File: src/rtl/tinyalu_pkg.sv
// Shared TinyALU types: opcode encoding, driver FSM states, opcode legality helper.
package tinyalu_pkg;

  typedef enum logic [2:0] {
    NO_OP  = 3'b000,
    ADD_OP = 3'b001,
    AND_OP = 3'b010,
    XOR_OP = 3'b011,
    MUL_OP = 3'b100,
    RST_OP = 3'b111
  } operation_t;

  typedef enum logic [1:0] {
    ST_IDLE  = 2'd0,
    ST_START = 2'd1,
    ST_WAIT  = 2'd2,
    ST_RESP  = 2'd3
  } drv_state_t;

  // 101 and 110 have no ALU meaning; they are answered locally with an error.
  function automatic logic op_illegal(input logic [2:0] op);
    return (op == 3'b101) || (op == 3'b110);
  endfunction

  // Ops that only pulse start for one cycle and never wait for done.
  function automatic logic op_no_done(input logic [2:0] op);
    return (op == NO_OP) || (op == RST_OP);
  endfunction

endpackage

File: src/rtl/tinyalu_cmd_driver_if.sv
// Command and response streams between a command source and the TinyALU driver.
interface tinyalu_cmd_driver_if;
  logic        cmd_valid;
  logic        cmd_ready;
  logic [2:0]  cmd_op;
  logic [7:0]  cmd_a;
  logic [7:0]  cmd_b;
  logic        rsp_valid;
  logic        rsp_ready;
  logic [15:0] rsp_result;
  logic        rsp_err;
  logic        rsp_timeout;

  // Command source / response consumer side.
  modport master (
    output cmd_valid, cmd_op, cmd_a, cmd_b, rsp_ready,
    input  cmd_ready, rsp_valid, rsp_result, rsp_err, rsp_timeout
  );

  // Driver side.
  modport slave (
    input  cmd_valid, cmd_op, cmd_a, cmd_b, rsp_ready,
    output cmd_ready, rsp_valid, rsp_result, rsp_err, rsp_timeout
  );
endinterface

File: src/rtl/tinyalu_drv_timer.sv
// Start-high cycle counter: cleared while idle, counts enabled cycles,
// flags the LIMIT-th enabled cycle so the FSM can abort on that edge.
module tinyalu_drv_timer #(
  parameter int LIMIT = 16
) (
  input  logic clk,
  input  logic reset,
  input  logic clear,
  input  logic enable,
  output logic expire
);
  localparam int W = $clog2(LIMIT + 1);
  localparam logic [W-1:0] LIMIT_W = W'(LIMIT);
  localparam logic [W-1:0] LAST_W  = W'(LIMIT - 1);

  logic [W-1:0] count_reg;

  // Count enabled cycles, saturating at LIMIT so the value never wraps.
  always_ff @(posedge clk) begin
    if (reset || clear) begin
      count_reg <= '0;
    end else if (enable && (count_reg != LIMIT_W)) begin
      count_reg <= count_reg + W'(1);
    end
  end

  assign expire = enable && (count_reg == LAST_W);
endmodule

File: src/rtl/tinyalu_cmd_driver.sv
// TinyALU initiator: accepts one command at a time, runs the start/done
// handshake with timeout, and returns the result on the response stream.
module tinyalu_cmd_driver
  import tinyalu_pkg::*;
#(
  parameter int TIMEOUT_CYCLES = 16,
  parameter int CNT_W          = 16
) (
  input  logic                 clk,
  input  logic                 reset,
  tinyalu_cmd_driver_if.slave  bus,
  output logic [7:0]           alu_A,
  output logic [7:0]           alu_B,
  output logic [2:0]           alu_op,
  output logic                 alu_start,
  input  logic                 alu_done,
  input  logic [15:0]          alu_result,
  output logic [CNT_W-1:0]     rsp_count,
  output logic                 spurious_done
);

  drv_state_t       state_reg;
  logic             cmd_ready_reg;
  logic             rsp_valid_reg;
  logic             rsp_err_reg;
  logic             rsp_timeout_reg;
  logic [15:0]      rsp_result_reg;
  logic [7:0]       alu_a_reg;
  logic [7:0]       alu_b_reg;
  logic [2:0]       alu_op_reg;
  logic             alu_start_reg;
  logic [CNT_W-1:0] rsp_count_reg;
  logic             spurious_reg;
  logic             timer_expire;

  // The timer spans every start-high cycle (START plus WAIT) of one operation.
  tinyalu_drv_timer #(
    .LIMIT (TIMEOUT_CYCLES)
  ) u_timer (
    .clk    (clk),
    .reset  (reset),
    .clear  (state_reg == ST_IDLE),
    .enable ((state_reg == ST_START) || (state_reg == ST_WAIT)),
    .expire (timer_expire)
  );

  // Driver FSM with all outputs registered.
  always_ff @(posedge clk) begin
    if (reset) begin
      state_reg       <= ST_IDLE;
      cmd_ready_reg   <= 1'b1;
      rsp_valid_reg   <= 1'b0;
      rsp_err_reg     <= 1'b0;
      rsp_timeout_reg <= 1'b0;
      rsp_result_reg  <= '0;
      alu_a_reg       <= '0;
      alu_b_reg       <= '0;
      alu_op_reg      <= '0;
      alu_start_reg   <= 1'b0;
      rsp_count_reg   <= '0;
      spurious_reg    <= 1'b0;
    end else begin
      if (alu_done && (state_reg != ST_WAIT)) begin
        spurious_reg <= 1'b1;
      end
      case (state_reg)
        ST_IDLE: begin
          if (bus.cmd_valid && cmd_ready_reg) begin
            cmd_ready_reg <= 1'b0;
            if (op_illegal(bus.cmd_op)) begin
              // Answered locally; ALU pins keep their previous values.
              rsp_valid_reg  <= 1'b1;
              rsp_err_reg    <= 1'b1;
              rsp_result_reg <= '0;
              state_reg      <= ST_RESP;
            end else begin
              alu_a_reg     <= bus.cmd_a;
              alu_b_reg     <= bus.cmd_b;
              alu_op_reg    <= bus.cmd_op;
              alu_start_reg <= 1'b1;
              state_reg     <= ST_START;
            end
          end
        end
        ST_START: begin
          if (op_no_done(alu_op_reg)) begin
            alu_start_reg  <= 1'b0;
            rsp_valid_reg  <= 1'b1;
            rsp_result_reg <= '0;
            state_reg      <= ST_RESP;
          end else begin
            state_reg <= ST_WAIT;
          end
        end
        ST_WAIT: begin
          // done is checked first so it wins over a same-cycle timeout.
          if (alu_done) begin
            alu_start_reg  <= 1'b0;
            rsp_valid_reg  <= 1'b1;
            rsp_result_reg <= alu_result;
            state_reg      <= ST_RESP;
          end else if (timer_expire) begin
            alu_start_reg   <= 1'b0;
            rsp_valid_reg   <= 1'b1;
            rsp_timeout_reg <= 1'b1;
            rsp_result_reg  <= '0;
            state_reg       <= ST_RESP;
          end
        end
        ST_RESP: begin
          if (bus.rsp_ready) begin
            rsp_valid_reg   <= 1'b0;
            rsp_err_reg     <= 1'b0;
            rsp_timeout_reg <= 1'b0;
            rsp_count_reg   <= rsp_count_reg + CNT_W'(1);
            cmd_ready_reg   <= 1'b1;
            state_reg       <= ST_IDLE;
          end
        end
        default: state_reg <= ST_IDLE;
      endcase
    end
  end

  assign bus.cmd_ready   = cmd_ready_reg;
  assign bus.rsp_valid   = rsp_valid_reg;
  assign bus.rsp_result  = rsp_result_reg;
  assign bus.rsp_err     = rsp_err_reg;
  assign bus.rsp_timeout = rsp_timeout_reg;
  assign alu_A           = alu_a_reg;
  assign alu_B           = alu_b_reg;
  assign alu_op          = alu_op_reg;
  assign alu_start       = alu_start_reg;
  assign rsp_count       = rsp_count_reg;
  assign spurious_done   = spurious_reg;

endmodule
File: src/flat_wrapper.sv
// flat-port wrapper written by rule: the top's interface ports become plain ports
module tinyalu_cmd_driver_flat import tinyalu_pkg::*;
#(
  parameter int TIMEOUT_CYCLES = 16,
  parameter int CNT_W          = 16
)
  (clk, reset, alu_A, alu_B, alu_op, alu_start, alu_done, alu_result, rsp_count, spurious_done, bus_cmd_valid, bus_cmd_op, bus_cmd_a, bus_cmd_b, bus_rsp_ready, bus_cmd_ready, bus_rsp_valid, bus_rsp_result, bus_rsp_err, bus_rsp_timeout);
  tinyalu_cmd_driver_if bus_i ();
  input  logic clk;
  input  logic reset;
  output logic [7:0] alu_A;
  output logic [7:0] alu_B;
  output logic [2:0] alu_op;
  output logic alu_start;
  input  logic alu_done;
  input  logic [15:0] alu_result;
  output logic [CNT_W-1:0] rsp_count;
  output logic spurious_done;
  input wire logic [$bits(bus_i.cmd_valid)-1:0] bus_cmd_valid;
  input wire logic [$bits(bus_i.cmd_op)-1:0] bus_cmd_op;
  input wire logic [$bits(bus_i.cmd_a)-1:0] bus_cmd_a;
  input wire logic [$bits(bus_i.cmd_b)-1:0] bus_cmd_b;
  input wire logic [$bits(bus_i.rsp_ready)-1:0] bus_rsp_ready;
  output wire logic [$bits(bus_i.cmd_ready)-1:0] bus_cmd_ready;
  output wire logic [$bits(bus_i.rsp_valid)-1:0] bus_rsp_valid;
  output wire logic [$bits(bus_i.rsp_result)-1:0] bus_rsp_result;
  output wire logic [$bits(bus_i.rsp_err)-1:0] bus_rsp_err;
  output wire logic [$bits(bus_i.rsp_timeout)-1:0] bus_rsp_timeout;
  assign bus_i.cmd_valid = bus_cmd_valid;
  assign bus_i.cmd_op = bus_cmd_op;
  assign bus_i.cmd_a = bus_cmd_a;
  assign bus_i.cmd_b = bus_cmd_b;
  assign bus_i.rsp_ready = bus_rsp_ready;
  assign bus_cmd_ready = bus_i.cmd_ready;
  assign bus_rsp_valid = bus_i.rsp_valid;
  assign bus_rsp_result = bus_i.rsp_result;
  assign bus_rsp_err = bus_i.rsp_err;
  assign bus_rsp_timeout = bus_i.rsp_timeout;
  tinyalu_cmd_driver #(.TIMEOUT_CYCLES(TIMEOUT_CYCLES), .CNT_W(CNT_W)) u_core (.clk(clk), .reset(reset), .bus(bus_i), .alu_A(alu_A), .alu_B(alu_B), .alu_op(alu_op), .alu_start(alu_start), .alu_done(alu_done), .alu_result(alu_result), .rsp_count(rsp_count), .spurious_done(spurious_done));
endmodule
File: config.mk
export PLATFORM = sky130hd
export DESIGN_NAME = tinyalu_cmd_driver_flat
export DESIGN_NICKNAME = d
export VERILOG_FILES = /design/src/rtl/tinyalu_pkg.sv /design/src/rtl/tinyalu_cmd_driver_if.sv /design/src/rtl/tinyalu_drv_timer.sv /design/src/rtl/tinyalu_cmd_driver.sv /design/src/flat_wrapper.sv
export SDC_FILE = /design/constraint.sdc
export NUM_CORES = 1
export LEC_CHECK = 0
export CORE_MARGIN = 1
export CORE_UTILIZATION = 51
export CTS_BUF_LIST = sky130_fd_sc_hd__clkbuf_8
export CTS_CLUSTER_SIZE = 25
export DETAILED_ROUTE_END_ITERATION = 10
export GPL_TIMING_DRIVEN = 0
export PLACE_DENSITY = 0.93
export SYNTH_ARGS = -nofsm -noshare
export SYNTH_HDL_FRONTEND = slang
export SYNTH_SLANG_ARGS = --single-unit
File: constraint.sdc
create_clock -name clk -period 4.9 [get_ports clk]
set_input_delay 0.98 -clock clk [delete_from_list [all_inputs] [get_ports clk]]
set_output_delay 0.98 -clock clk [all_outputs]
set_load 0.005 [all_outputs]
* After elaboration in Yosys (flattened, before gate mapping)
Cells that the tools add are included.
** Word-level totals
- Register bits :: 64
- Input bits :: 40
- Output and inout bits :: 57
- Logic and storage cells :: 87
** Cells by class
- Add/subtract/negate cells :: 2
- Eq/ne operators :: 17
- Muxes and demuxes :: 32
- Bitwise gates (word level) :: 1
- Reductions and logical operators :: 22
** Operator list (number)
- $mux W16 :: 5
- $pmux W16 S3 :: 1
- $add A16 B1 Y16 const B :: 1
- $mux W1 :: 15
- $reduce_and A5 Y1 :: 3
- $mux W2 :: 5
- $ne A2 B2 Y1 const B :: 5
- $eq A3 B3 Y1 const B :: 3
- $reduce_and A3 Y1 :: 3
- $pmux W2 S4 :: 1
- $reduce_and A4 Y1 :: 2
- $ne A2 B1 Y1 const B :: 3
- $pmux W1 S2 :: 3
- $add A5 B1 Y5 const B :: 1
- $eq A5 B4 Y1 const B :: 1
- $ne A5 B5 Y1 const B :: 1
- $eq A2 B2 Y1 const B :: 2
- $logic_and A1 B1 Y1 :: 4
- $logic_or A1 B1 Y1 :: 4
- $pmux W1 S4 :: 1
- $reduce_bool A2 Y1 :: 2
- $logic_not A3 Y1 :: 1
- $ne A3 B2 Y1 const B :: 1
- $pmux W1 S3 :: 1
- other kinds (5) :: 5

* Logic depth before layout (Yosys ltp)
Gate-level depths: netlist of the first run.
- Word-level depth :: 6
- Mapped depth :: 9
- Gate-level depth less buffers :: 7

* Hierarchy
A second synthesis of the first run with hierarchy kept.
** Second synthesis, totals
- Cell total of the unflattened synthesis :: 313
- Area, all modules :: 2960.3 um^2
** By module, submodules not included
- tinyalu_cmd_driver :: instances 1, cells an instance 282, area an instance 2673.8 um^2, sequential area each 1181.1 um^2
- tinyalu_drv_timer :: instances 1, cells an instance 31, area an instance 286.5 um^2, sequential area each 100.1 um^2

* Least setup slack after synthesis of the first run
No wires, ideal clock.
- Kind :: input -> register
- Start :: in bus_rsp_ready
- End :: reg u_core.rsp_count_reg[15], in the netlist u_core.rsp_count[15]
- Setup time :: 0.123 ns
- Arrival :: 2.133 ns
- Data required time :: 4.777 ns
- Path slack :: 2.644 ns
- Cell stages on the path :: 5
- Path buffers :: 1
- Path through :: buf_2 > nand3_2 > nor4_4 > nor3b_2 > mux2_1
** On the way
- Word-level cells in the longest chain between the ends :: 1
** Ends and longest elaborated chain
- start, declared :: RTL line flat_wrapper.sv:23 : input wire logic [$bits(bus_i.rsp_ready)-1:0] bus_rsp_ready;
- $reduce_and A2 Y1 (no source line)
- end signal, assigned :: RTL line tinyalu_cmd_driver.sv:115 : rsp_count_reg <= rsp_count_reg + CNT_W'(1);
- end, declared :: RTL line tinyalu_cmd_driver.sv:32 : logic [CNT_W-1:0] rsp_count_reg;
No other way between the ends.
A chain may end at the register's enable or synchronous reset.

* Worst setup path in the final report of the first run
- Start :: in alu_done
- End :: reg u_core.state_reg[0]
** On the way
- Word-level cells in the longest chain between the ends :: 2
- Elaborated cells between the ends (all ways) :: 4
- Classes of those cells :: eq/ne: 1; mux: 2; reduce/logical: 1
** Ends and longest elaborated chain
- start, declared :: RTL line flat_wrapper.sv:15 : input logic alu_done;
- $mux W2 or $ne A3 B2 Y1 (tied branches)
- $pmux W2 S4 or $reduce_and A3 Y1 (tied branches)
- end signal, assigned :: RTL line tinyalu_cmd_driver.sv:75 : state_reg <= ST_RESP;
- end signal, assigned :: RTL line tinyalu_cmd_driver.sv:101 : state_reg <= ST_RESP;
- end signal, assigned :: RTL line tinyalu_cmd_driver.sv:107 : state_reg <= ST_RESP;
- end, declared :: RTL line tinyalu_cmd_driver.sv:22 : drv_state_t state_reg;
Several ways; a longest one is shown, not always the timed one.

==> flow_metrics.env, run 1 <==
export IMPL_detail_route_drc_violations=0
export IMPL_static_leakage_power_nw=1.62
export IMPL_reg2reg_setup_slack_ns=2.67
export IMPL_yosysSeqAreaShare_pct=43.3
export IMPL_grt_pass1_wl_um=12200
export IMPL_max_slew_margin_rel_pct=61.3
export IMPL_hold_viol=0
export IMPL_timing_critical_path_to_type="register"
export IMPL_final_cell_area_sq_mm=0.00414
export IMPL_fp_row_count=27
export IMPL_dr_total_vias=2623
export IMPL_synth_top_cell_by_area="dfxtp_1"
export IMPL_layout_commonest_cell="clkdlybuf4s50_1"
export IMPL_synth_flop_cell="dfxtp_1"
export IMPL_synth_fp_nets=363
export IMPL_maximum_number_of_pins_on_one_net_before_global_route_repair=11
export IMPL_htree_levels=3
export IMPL_crit_slowest_cell="a221oi_1"
export IMPL_endpoints_failing_setup=0
export IMPL_die_width_um=78.1
export IMPL_holdBufCountCts=0
export IMPL_critical_path_n_buffers_inverters=1
export IMPL_post_synth_main_area_contributors="dfxtp_1, mux2i_1, nand2_1"
export IMPL_grt_use_met1_pct=28.2
export IMPL_max_freq_mhz=402
export IMPL_post_route_antenna_net_violation_count=0
export IMPL_insertedDiodeCount=0
export IMPL_launching_element_type_of_the_critical_path="input pin"
export IMPL_routed_wirelength_um=7270
export IMPL_dr_pass1_iters=4
export IMPL_worstReg2RegEnd="u_core.state_reg[0]"
export IMPL_postPlaceCellArea_sq_mm=0.00400
export IMPL_yosysTopAreaCellShare_pct=43.3
export IMPL_clk_transition_reported_paths_ns=0.06
export IMPL_warnings_synthesis=0
export IMPL_avgSynthCellArea_sq_um=9.45
export IMPL_gate_count_of_the_mapped_netlist=313
export IMPL_tritoncts_num_sinks=64
export IMPL_finalNetCount=469
export IMPL_timing_critical_path_from="alu_done"
export IMPL_worst_r2r_cell_count=7
export IMPL_fin_crit_ns=2.49
export IMPL_use_met3_pct=9.65
export IMPL_cp_data_arrival_time_ns=2.69
export IMPL_ys_seq_elements=64
export IMPL_worstPathCellList="clkdlybuf4s50_1 -> and2b_1 -> a221oi_1 -> nor4b_1 -> a211oi_1"
export IMPL_cellPowerDensity_mw_per_mm2=390
export IMPL_post_drt_wl_per_cell_um=14.7
export IMPL_syn_area_sq_mm=0.00296
export IMPL_min_path_cells=2
export IMPL_global_route_overflow_total=0
export IMPL_post_cts_setup_buffer_count=0
export IMPL_report_final_slew_viol_count=0
export IMPL_area_growth_syn_to_layout_pct=40.0
export IMPL_antenna_found_initial=0
export IMPL_tightest_slew_ns=0.580
export IMPL_cpLargestDelayFamily="compound AO/OA/AOI/OAI gates"
export IMPL_cts_tree="built"
export IMPL_ir_worst_vdd_mv=0.265
export IMPL_crit_fanout=4
export IMPL_cts_path_max_buffers=2
export IMPL_io_pin_count=97
export IMPL_yosysUniqueCellTypes=53
export IMPL_cts_repair_resize_count=0
export IMPL_worst_endpoint_required_ns=5.10
export IMPL_status="finished, final reports clean"
export IMPL_setup_tns_ns=0
export IMPL_placeable_core_region_sq_mm=0.00554
export IMPL_track_usage_pct=25.4
export IMPL_place_port_buffers=95
export IMPL_cap_viol_max_count=0
export IMPL_die_height_um=78.1
export IMPL_hpwlAfterDp_um=5430
export IMPL_layout_cells_most_common_list="clkdlybuf4s50_1, dfxtp_1, nand2_1"
export IMPL_globalRouteMet2Util_pct=44.1
export IMPL_clock_network_latency_to_the_later_pin_of_the_worst_skew_pair_ns=0.34
export IMPL_rsz0062_at_grt="no"
export IMPL_fraction_of_registers_with_async_set_reset_pct=0
export IMPL_reg2reg_from="u_core.state_reg[1]"
export IMPL_start_util_pct=53.4
export IMPL_synth_edff_count=0
export IMPL_cts_made_buffers=9
export IMPL_crit_type="input pin to register"
export IMPL_finalWeightedCongestion=0.871
export IMPL_cts_root_buf="clkbuf_8"
export IMPL_holdPathEnd="u_core.bus.rsp_result[2]"
export IMPL_min_delay_start="u_core.bus.rsp_result[2]"
export IMPL_number_of_global_route_vias_before_repair=2695
export IMPL_timing_clock_skew_ns=0.00648
export IMPL_detail_route_vias_per_cell=5.32
export IMPL_drt_iter0_markers=103
export IMPL_global_route_peak_usage_layer="met2"
export IMPL_critPathMaxStageDelay_ns=0.56
export IMPL_worst_hold_path_type="register to register"
export IMPL_final_critical_path_share_of_the_clock_period_pct=50.8
export IMPL_final_layout_size_suffix_gt1_share_pct=8.79
export IMPL_floorplan_die_area_sq_mm=0.00611
[final cells by class]
cell class / instances / area [sq um]
Clock buffer: 9 / 124
Timing Repair Buffer: 95 / 951
Buffer: 18 / 135
Tap cell: 72 / 90.1
Multi-Input combinational cell: 219 / 1500
Clock inverter: 4 / 17.5
Fill cell: 419 / 1400
Inverter: 12 / 45.0
Sequential cell: 64 / 1280
[how the worst max path moves through the flow]
stage                                       to  cells past startpoint
final                      u_core.state_reg[0]                      5
after floorplan           u_core.rsp_count[15]                      5
after global placement         u_core.alu_B[0]                      7
after detailed placement      u_core.alu_op[1]                      7
after global routing       u_core.state_reg[0]                      5
after CTS                  u_core.state_reg[0]                      5
[metal layers]
metal | vias to the layer above | routed length, um | share of wire (%)
met4 | 0 | 80 | 1.1
li1 | 1277 | - | -
met3 | 12 | 649 | 8.9
met5 | - | 0 | 0
met2 | 120 | 3500 | 48
met1 | 1214 | 3040 | 42
[worst reg2reg max path, cell delays in order, from the launching register on]
cell and delay (ns):
dfxtp_1 0.42, inv_1 0.12, ha_1 0.28, buf_2 0.21
nand2_1 0.15, a221oi_1 0.54, nor4b_1 0.30, a211oi_1 0.08
[where the power goes]
group | internal (W) | switching [W] | total [W] | leakage [nW]
registers | 0.000577 | 0.0000420 | 0.000619 | 0.519
clock network | 0.000169 | 0.000189 | 0.000358 | 0.0832
logic | 0.000328 | 0.000309 | 0.000636 | 1.01
total | 0.00107 | 0.000539 | 0.00161 | 1.62
[stage by stage]
stage	cells	power (W)	setup slack, ns	util [%]	hold slack, ns
2_1_floorplan	313	0.00106	2.64	-	0.454
3_3_place_gp	480	0.00123	2.19	72.2	0.446
3_5_place_dp	480	0.00126	2.12	72.2	0.456
4_1_cts	493	0.00161	2.46	74.7	0.463
5_1_grt	493	0.00171	2.26	74.7	0.482
6_report	493	0.00161	2.41	74.7	0.462
[logic make-up (layout without fill, tap and decap cells)]
group,Yosys count,in the layout,synth area share (%)
muxes,39,39,13.3
xor gates and xnor gates,15,15,4.44
buffers and inverters,30,138,6.09
AOI/OAI and AO/OA,28,28,6.98
DFF,64,64,43.3
and+or+nand+nor,127,127,21.6
adders and majority gates,10,10,4.23
[cell usage after synthesis, types with 3 or more instances]
cell type / n
nor2_1: 36
nor3_1: 8
mux2i_1: 36
a31oi_1: 3
buf_6: 4
ha_1: 10
dfxtp_1: 64
a21oi_1: 7
buf_2: 4
and3_1: 3
o21ai_0: 5
inv_1: 11
xnor2_1: 5
nor2b_1: 3
nand2_1: 42
xor2_1: 10
nand4_1: 7
nand3_1: 10
clkbuf_1: 5
Power figures use the tool's default switching activity.
==> run 2: changes to the inputs <==
--- a/config.mk
+++ b/config.mk
@@ -6,12 +6,12 @@
 export NUM_CORES = 1
 export LEC_CHECK = 0
 export CORE_MARGIN = 1
-export CORE_UTILIZATION = 51
+export CORE_UTILIZATION = 47
 export CTS_BUF_LIST = sky130_fd_sc_hd__clkbuf_8
 export CTS_CLUSTER_SIZE = 25
 export DETAILED_ROUTE_END_ITERATION = 10
 export GPL_TIMING_DRIVEN = 0
-export PLACE_DENSITY = 0.93
+export PLACE_DENSITY = 0.87
 export SYNTH_ARGS = -nofsm -noshare
 export SYNTH_HDL_FRONTEND = slang
 export SYNTH_SLANG_ARGS = --single-unit
==> constraint.sdc (replaced) <==
create_clock -name clk -period 2.3 [get_ports clk]
set_input_delay 0.46 -clock clk [delete_from_list [all_inputs] [get_ports clk]]
set_output_delay 0.46 -clock clk [all_outputs]
set_load 0.005 [all_outputs]
==> run 2 against run 1 <==
Combinational power increased by 110%. Sequential cell count unchanged. Die area increased by 8.3%. Design area increased by 2.1%. Via count decreased by 2.0%. Global-route usage decreased by 3.1 points. Critical path type is now register to register. Highest routed layer unchanged.
==> flow_metrics.env, run 2 (synthesis gave the netlist of run 1 again) <==
export IMPL_status="finished, final reports clean"
export IMPL_maximum_number_of_pins_on_one_net_before_global_route_repair=13
export IMPL_global_route_peak_usage_layer="met2"
export IMPL_hpwlAfterDp_um=4990
export IMPL_cts_made_buffers=9
export IMPL_track_usage_pct=22.3
export IMPL_die_width_um=81.3
export IMPL_fin_crit_ns=2.08
export IMPL_detail_route_drc_violations=0
export IMPL_area_growth_syn_to_layout_pct=43.0
export IMPL_insertedDiodeCount=0
export IMPL_grt_use_met1_pct=25.8
export IMPL_cellPowerDensity_mw_per_mm2=879
export IMPL_finalWeightedCongestion=0.777
export IMPL_fin_hold_ws_ns=0.457
export IMPL_cts_repair_resize_count=0
export IMPL_clk_transition_reported_paths_ns=0.07
export IMPL_detail_route_vias_per_cell=5.15
export IMPL_crit_fanout=10
export IMPL_report_final_slew_viol_count=0
export IMPL_rsz0062_at_grt="no"
export IMPL_global_route_overflow_total=0
export IMPL_number_of_global_route_vias_before_repair=2473
export IMPL_cts_root_buf="clkbuf_8"
export IMPL_holdBufCountCts=0
export IMPL_start_util_pct=49.4
export IMPL_setup_tns_ns=0
export IMPL_max_freq_mhz=481
export IMPL_layout_commonest_cell="clkdlybuf4s50_1"
export IMPL_ir_worst_vdd_mv=0.430
export IMPL_post_cts_setup_buffer_count=0
export IMPL_layout_cells_most_common_list="clkdlybuf4s50_1, dfxtp_1, nand2_1"
export IMPL_htree_levels=3
export IMPL_io_pin_count=97
export IMPL_final_critical_path_share_of_the_clock_period_pct=90.4
export IMPL_die_height_um=81.3
export IMPL_grt_pass1_wl_um=11200
export IMPL_max_slew_margin_rel_pct=66.7
export IMPL_final_layout_size_suffix_gt1_share_pct=10.1
export IMPL_drt_iter0_markers=131
export IMPL_placeable_core_region_sq_mm=0.00599
export IMPL_static_leakage_power_nw=1.64
export IMPL_routed_wirelength_um=7020
export IMPL_post_drt_wl_per_cell_um=14.1
export IMPL_tritoncts_num_sinks=64
export IMPL_endpoints_failing_setup=0
export IMPL_clock_network_latency_to_the_later_pin_of_the_worst_skew_pair_ns=0.34
export IMPL_place_port_buffers=95
export IMPL_finalNetCount=469
export IMPL_crit_type="register to register"
export IMPL_launching_element_type_of_the_critical_path="register"
export IMPL_use_met3_pct=6.74
export IMPL_cap_viol_max_count=0
export IMPL_cts_tree="built"
export IMPL_hold_viol=0
export IMPL_dr_total_vias=2570
export IMPL_timing_critical_path_to_type="register"
export IMPL_tightest_slew_ns=0.499
export IMPL_dr_pass1_iters=4
export IMPL_post_route_antenna_net_violation_count=0
export IMPL_floorplan_die_area_sq_mm=0.00661
export IMPL_globalRouteMet2Util_pct=38.6
export IMPL_cts_path_max_buffers=2
export IMPL_worst_endpoint_required_ns=2.52
export IMPL_antenna_found_initial=0
export IMPL_fp_row_count=28
export IMPL_worst_hold_path_type="register to register"
export IMPL_cp_data_arrival_time_ns=2.30
export IMPL_timing_clock_skew_ns=0.00785
run 2: cell types whose count changed in the layout (fill, tap and decap cells not counted), sizes merged:
cell	delta
bufinv	+2
inv	-2
clkinvlp	+3
run 2: final cells by class:
| cell class | instances | area [sq um] |
|---|---|---|
| clock buffer | 9 | 124 |
| inverter | 12 | 45.0 |
| clock inverter | 7 | 96.3 |
| tap | 75 | 93.8 |
| multi-input combinational | 219 | 1500 |
| fill | 461 | 1760 |
| buffer | 18 | 135 |
| sequential | 64 | 1280 |
| timing repair buffer | 95 | 951 |
run 2: where the power goes:
part           leakage [nW]  internal, W  total [W]  switching (W)
combinational          1.02     0.000700    0.00134       0.000643
clock                 0.101     0.000609    0.00106       0.000450
sequential            0.519      0.00123    0.00131      0.0000870
run 2: final timing paths:
path	end	cells past startpoint	slack, ns	from
worst min-delay path	u_core.bus.rsp_result[10]	2	0.46	u_core.bus.rsp_result[10]
worst min register to register	u_core.bus.rsp_result[10]	2	0.46	u_core.bus.rsp_result[10]
worst max register to register	u_core.rsp_count[15]	6	0.22	u_core.state_reg[1]
worst max-delay path	u_core.rsp_count[15]	6	0.22	u_core.state_reg[1]
run 2: critical path: stages (launching register included):
cell,delay [ns]
dfxtp_1,0.45
ha_1,0.18
buf_4,0.18
nand3_2,0.16
nor4_4,0.43
nor3b_2,0.24
mux2_1,0.33
run 2: stage by stage:
step | cells | power, W | setup slack [ns] | instance area [sq um] | util (%)
floorplan | 313 | 0.00225 | 0.462 | 2960 | -
global placement | 483 | 0.00262 | 0.0762 | 4000 | 66.8
detailed placement | 483 | 0.00266 | 0.0144 | 4000 | 66.8
CTS | 499 | 0.00373 | 0.169 | 4220 | 70.5
global route | 499 | 0.00391 | 0.0616 | 4230 | 70.6
finish | 499 | 0.00372 | 0.220 | 4230 | 70.6
run 2: per-layer routing:
metal | share of wire, % | routed length, um
met1 | 44 | 3090
met2 | 48 | 3350
met3 | 7.7 | 539
met4 | 0.57 | 40
met5 | 0 | 0
==> run 3: changes to the inputs <==
--- a/config.mk
+++ b/config.mk
@@ -12,6 +12,7 @@
 export DETAILED_ROUTE_END_ITERATION = 10
 export GPL_TIMING_DRIVEN = 0
 export PLACE_DENSITY = 0.87
+export SLEW_MARGIN = 20
 export SYNTH_ARGS = -nofsm -noshare
 export SYNTH_HDL_FRONTEND = slang
 export SYNTH_SLANG_ARGS = --single-unit
==> results of run 3 <==
The final DEF is identical to that of run 2; final timing and power are the same.
==> variant 1: new RTL, settings of run 1 <==
Re-encode `drv_state_t` (4 states) as Gray code, 2 bits wide.
--- a/src/rtl/tinyalu_pkg.sv
+++ b/src/rtl/tinyalu_pkg.sv
@@ -11,10 +11,10 @@
   } operation_t;
 
   typedef enum logic [1:0] {
-    ST_IDLE  = 2'd0,
-    ST_START = 2'd1,
-    ST_WAIT  = 2'd2,
-    ST_RESP  = 2'd3
+    ST_IDLE  = 2'b00,
+    ST_START = 2'b01,
+    ST_WAIT  = 2'b11,
+    ST_RESP  = 2'b10
   } drv_state_t;
 
   // 101 and 110 have no ALU meaning; they are answered locally with an error.
Check against the original RTL: same outputs for any inputs over 4 cycles, from zero or initial values and one cycle with reset high; so few cycles prove little.
==> variant 1 against run 1 <==
First-iteration DRC count increased by 91%. Design area decreased by 7.6%. Sequential cell count unchanged. Sequential share of layout area increased by 2.5 points. Wire length decreased by 7.0%. Area after synthesis decreased by 15%. Cell count decreased by 12%. Hold slack got worse by 0.0027 ns. Global-route usage increased by 1.9 points. Worst setup slack got worse by 0.19 ns. Register-to-register slack got worse by 0.20 ns.
Power is not compared: it rests on default switching activity, and its combinational part moved more than twofold at a synthesized area within 25%.
==> variant 1: results (changes against run 1) <==
metric,value,unit,change
top_reg_cell synth,dfxtp_1,,unchanged
global-route wire length before repair,10820,um,was 12150 um
DRT iter0 DRCs,197,,was 103
r2r worst-path depth,8,,was 7
layout cell share with drive strength beyond 1,0.06775,,was 0.08789
gr usage total,0.2735,,was 0.2542
GPL Wtd Cong,0.8151,,was 0.8714
DP Cell Count,420,,was 480
syn_area_per_cell,9.791,sq um,was 9.446 sq um
Placed Area,3561,sq um,was 3998 sq um
Num CTS Buffers,9,,unchanged
total iterations of the first detailed-routing run,4,,unchanged
Post-CTS Setup Inserts,0,,unchanged
hold path cells,2,,unchanged
Ys Warns,0,,unchanged
P_leak,0.001412,uW,
initial antenna violation count,0,,unchanged
flop-to-flop setup slack,2.47,ns,was 2.67 ns
outcome,"complete, no violations",,unchanged
DP Worst Slack,1.881,ns,was 2.123 ns
Slew HR,0.3572,,was 0.6132
worst endpoint data arrival time,2.97,ns,was 2.69 ns
CTS HTree Levels,3,,unchanged
launch point of the worst reg-to-reg path,u_core.u_timer.count_reg[1],,was u_core.state_reg[1]
detailed-route via count,2277,,was 2623
Root Buffer,clkbuf_8,,unchanged
Switching Power,308.7,uW,
most frequent cells after synthesis,"dfxtp_1, nor2_1, mux2i_1",,"was dfxtp_1, nand2_1, mux2i_1, nor2_1, inv_1"
RR Endpoint,u_core.bus.rsp_result[13],,was u_core.state_reg[0]
"Cell Count, Final, Fillers Out",436,,was 493
Detailed Route WL,6759,um,was 7266 um
Crit path largest cell delay,0.52,ns,was 0.56 ns
GRT overflow,0,,unchanged
detailed placer's ending HPWL,4573,um,was 5430 um
Min Hold Slack,0.4595,ns,was 0.4622 ns
post-synth cell types,41,,was 53
"Async S/R FF share, synth",0,,unchanged
VDD IR max,221.0,uV,
crit path max fanout,10,,was 4
nets@finish,408,,was 469
worst min-delay path class,reg2reg,,unchanged
clk slew on worst S/H paths,0.07,ns,
Syn Nets,302,,was 363
post_cts resized,0,,unchanged
I/O Buffers,95,,unchanged
Antenna diodes,0,,unchanged
"slowest stage cell, crit path",a211oi_2,,was a221oi_1
clock buffer depth,2,,unchanged
Top Family by Delay on Critical Path,buffers and inverters,,was compound AO/OA/AOI/OAI gates
Hold Path End,u_core.bus.rsp_timeout,,was u_core.bus.rsp_result[2]
sequential element share of the synthesized area,0.5072,,was 0.4333
Clock Latency Late Sink,0.35,ns,
"top cells by area, synth","dfxtp_1, mux2i_1, nor2_1, a22o_1, xnor2_1",,"was dfxtp_1, mux2i_1, nand2_1, nor2_1, ha_1"
largest net degree at the start of global routing,12,,was 11
hold path startpoint,u_core.bus.rsp_timeout,,was u_core.bus.rsp_result[2]
clock skew,0.01394,ns,was 0.006477 ns
-- variant 1: area by class of cell --
cell class / count / area (sq um)
flip-flops and latches: 64 / 1281
multi-input cells: 174 / 1160
repair buffers: 95 / 950.9
fillers: 305 / 929.6
clock buffers: 12 / 165.2
clock inverters: 4 / 98.84
well taps: 67 / 83.83
plain buffers: 11 / 51.30
inverters: 9 / 33.78
-- variant 1: kinds of logic after synthesis --
family / count (synthesis) / share of synthesized area
AND/OR/NAND/NOR: 96 / 0.1961
XOR/XNOR: 15 / 0.05201
buffers and inverters: 20 / 0.03368
AO/OA/AOI/OAI: 40 / 0.1159
multiplexers: 19 / 0.07528
adder cells (fa/ha/maj): 4 / 0.01981
flip-flops: 64 / 0.5072
-- variant 1: worst max path at each step --
stage | to | slack, ns | startpoint | cells past startpoint
floorplan | u_core.bus.rsp_result[10] | 2.70 | bus_cmd_op[0] | 5
global placement | u_core.bus.rsp_result[7] | 1.92 | alu_done | 4
detailed placement | u_core.bus.rsp_result[11] | 1.88 | alu_done | 4
CTS | u_core.bus.rsp_result[6] | 2.23 | alu_done | 4
global route | u_core.bus.rsp_result[6] | 2.10 | alu_done | 4
finish | u_core.bus.rsp_result[13] | 2.22 | bus_cmd_op[0] | 6
-- variant 1: routing by layer --
layer  track usage  wire, um
met5             0         0
met4        0.1460       133
met3       0.09722       509
met2        0.4476      3323
met1        0.3128      2793
-- variant 1: power by group through the flow --
| stage | clock network (uW) | registers [uW] | logic, uW |
|---|---|---|---|
| 2_1_floorplan | 0 | 573 | 89.1 |
| 3_3_place_gp | 0 | 573 | 178 |
| 3_5_place_dp | 0 | 575 | 184 |
| 4_1_cts | 592 | 564 | 187 |
| 5_1_grt | 621 | 567 | 200 |
| 6_report | 588 | 564 | 187 |
==> variant 2: new RTL, config.mk and constraints of run 1 <==
Without the edit above. `TIMEOUT_CYCLES` is set to 16 in 2 places; all go to 32.
--- a/src/rtl/tinyalu_cmd_driver.sv
+++ b/src/rtl/tinyalu_cmd_driver.sv
@@ -3,7 +3,7 @@
 module tinyalu_cmd_driver
   import tinyalu_pkg::*;
 #(
-  parameter int TIMEOUT_CYCLES = 16,
+  parameter int TIMEOUT_CYCLES = 32,
   parameter int CNT_W          = 16
 ) (
   input  logic                 clk,
--- a/src/flat_wrapper.sv
+++ b/src/flat_wrapper.sv
@@ -1,7 +1,7 @@
 // flat-port wrapper written by rule: the top's interface ports become plain ports
 module tinyalu_cmd_driver_flat import tinyalu_pkg::*;
 #(
-  parameter int TIMEOUT_CYCLES = 16,
+  parameter int TIMEOUT_CYCLES = 32,
   parameter int CNT_W          = 16
 )
   (clk, reset, alu_A, alu_B, alu_op, alu_start, alu_done, alu_result, rsp_count, spurious_done, bus_cmd_valid, bus_cmd_op, bus_cmd_a, bus_cmd_b, bus_rsp_ready, bus_cmd_ready, bus_rsp_valid, bus_rsp_result, bus_rsp_err, bus_rsp_timeout);
Formal check against the unedited RTL: no difference found for any inputs over 10 cycles, from zero or initial values and one cycle with reset high; that may be too few to reach the edited logic, so the function may still have changed.
==> variant 2 against run 1 <==
Core utilization is 0.15 points higher. Cell count rose by 2.4%. Clock power is 6.4% higher. Largest cell class unchanged. Power shrank 4.4%. Worst setup slack got worse by 0.048 ns. Design area up 0.82%. Area after synthesis rose by 0.42%. Critical path depth up 2. Sequential cell count rose by 1. Wire length decreased by 1.8%. Critical endpoint is now u_core.alu_B[5].
==> variant 2: results (changes against run 1) <==
metric,value,unit,change
met2 usage,0.4333,,was 0.4412
launch point of the worst reg-to-reg path,u_core.state_reg[1],,unchanged
hold path startpoint,u_core.spurious_done,,was u_core.bus.rsp_result[2]
CTS HTree Levels,3,,unchanged
hold path cells,2,,unchanged
detailed-route via count,2686,,was 2623
crit path max fanout,10,,was 4
outcome,"complete, no violations",,unchanged
clk slew on worst S/H paths,0.07,ns,
I/O Buffers,95,,unchanged
wire per inst,14.12,um,was 14.74 um
sequential element share of the synthesized area,0.4383,,was 0.4333
Syn Nets,371,,was 363
"top cells by area, synth","dfxtp_1, mux2i_1, nor2_1, xnor2_1, nand2_1",,"was dfxtp_1, mux2i_1, nand2_1, nor2_1, ha_1"
post-synth cell types,41,,was 53
"Async S/R FF share, synth",0,,unchanged
Ys Warns,0,,unchanged
flop-to-flop setup slack,2.75,ns,was 2.67 ns
worst endpoint data arrival time,2.75,ns,was 2.69 ns
layout cell share with drive strength beyond 1,0.05774,,was 0.08789
gr usage total,0.2487,,was 0.2542
"slowest stage cell, crit path",clkdlybuf4s50_1,,was a221oi_1
detailed placer's ending HPWL,5204,um,was 5430 um
most frequent cells after synthesis,"dfxtp_1, nor2_1, mux2i_1",,"was dfxtp_1, nand2_1, mux2i_1, nor2_1, inv_1"
Antenna diodes,0,,unchanged
Root Buffer,clkbuf_8,,unchanged
routing usage on met3,0.06860,,was 0.09651
GPL Wtd Cong,0.8680,,was 0.8714
nets@finish,477,,was 469
Post-CTS Setup Inserts,0,,unchanged
Hold Path End,u_core.spurious_done,,was u_core.bus.rsp_result[2]
RR Endpoint,u_core.bus.rsp_result[11],,was u_core.state_reg[0]
total iterations of the first detailed-routing run,4,,unchanged
top_reg_cell synth,dfxtp_1,,unchanged
global-route wire length before repair,11780,um,was 12150 um
clock buffer depth,2,,unchanged
clock skew,0.004840,ns,was 0.006477 ns
largest net degree at the start of global routing,12,,was 11
Clock Latency Late Sink,0.34,ns,about the same
vias in the first global route,2618,,was 2695
worst min-delay path class,reg2reg,,unchanged
global routing met1 resource utilization,0.2822,,was 0.2821
r2r worst-path depth,8,,was 7
VDD IR max,353.0,uV,was 265.4 uV
Crit path largest cell delay,0.45,ns,was 0.56 ns
worst slew pin tran,0.5663,ns,was 0.5802 ns
DRT iter0 DRCs,118,,was 103
post_cts resized,0,,unchanged
Num CTS Buffers,9,,unchanged
P_leak,0.001519,uW,was 0.001615 uW
initial antenna violation count,0,,unchanged
==> variant 2: cell count changes in the layout (fill, tap and decap cells not counted), sizes merged, moves of 7 or more <==
| cell | delta |
|---|---|
| nand2b | +17 |
| nand2 | -10 |
| nor2 | +10 |
| xnor2 | +10 |
| nand3 | -8 |
| buf | -7 |
==> variant 2: cell families after synthesis <==
group                      synth area share
AOI/OAI and AO/OA                   0.07755
xor gates and xnor gates            0.05605
adders and majority gates           0.03793
buffers and inverters               0.04804
DFF                                  0.4383
muxes                                0.1252
and+or+nand+nor                      0.2170
==> variant 2: how the worst max path moves through the flow <==
| stage | start | slack [ns] | endpoint |
|---|---|---|---|
| floorplan | bus_cmd_op[0] | 2.70 | u_core.alu_A[6] |
| finish | bus_cmd_op[0] | 2.36 | u_core.alu_B[5] |
| CTS | bus_cmd_op[0] | 2.38 | u_core.alu_B[6] |
| detailed placement | bus_cmd_op[0] | 2.05 | u_core.alu_B[5] |
| global placement | bus_cmd_op[0] | 2.08 | u_core.alu_B[0] |
| global route | bus_cmd_op[0] | 2.26 | u_core.alu_B[5] |
==> variant 2: stage by stage <==
stage                     instance area [sq um]  setup slack [ns]  cells  total power (uW)  hold WS (ns)
after floorplan                            2969             2.698    322             981.6        0.4604
after global placement                     4010             2.082    489              1148        0.4595
after detailed placement                   4010             2.049    489              1169        0.4618
after CTS                                  4173             2.381    505              1549        0.4776
after global routing                       4173             2.256    505              1633        0.5064
final                                      4173             2.361    505              1542        0.4705
==> variant 2: routing by layer <==
layer  share of wire  vias up
li1                -     1313
met1            0.42     1264
met2            0.51       95
met3           0.056       14
met4           0.020        0
met5               0        -
==> variant 2: cell type report <==
| cell class | instances | area [sq um] |
|---|---|---|
| buffer | 15 | 90.09 |
| inverter | 14 | 52.55 |
| multi-input combinational | 228 | 1525 |
| clock inverter | 7 | 38.79 |
| timing repair buffer | 95 | 950.9 |
| tap | 72 | 90.09 |
| clock buffer | 9 | 123.9 |
| fill | 426 | 1401 |
| sequential | 65 | 1301 |
==> variant 2: critical path: cells and delay by family <==
kind / cells / cell delay [ns]
and+or+nand+nor: 1 / 0.06
buffers and inverters: 3 / 0.99
xor gates and xnor gates: 1 / 0.24
muxes: 1 / 0.23
AOI/OAI and AO/OA: 1 / 0.25
==> variant 2: power breakdown <==
group          internal (uW)  switching, uW
Sequential               581           40.9
Clock                    178            203
Combinational            286            254
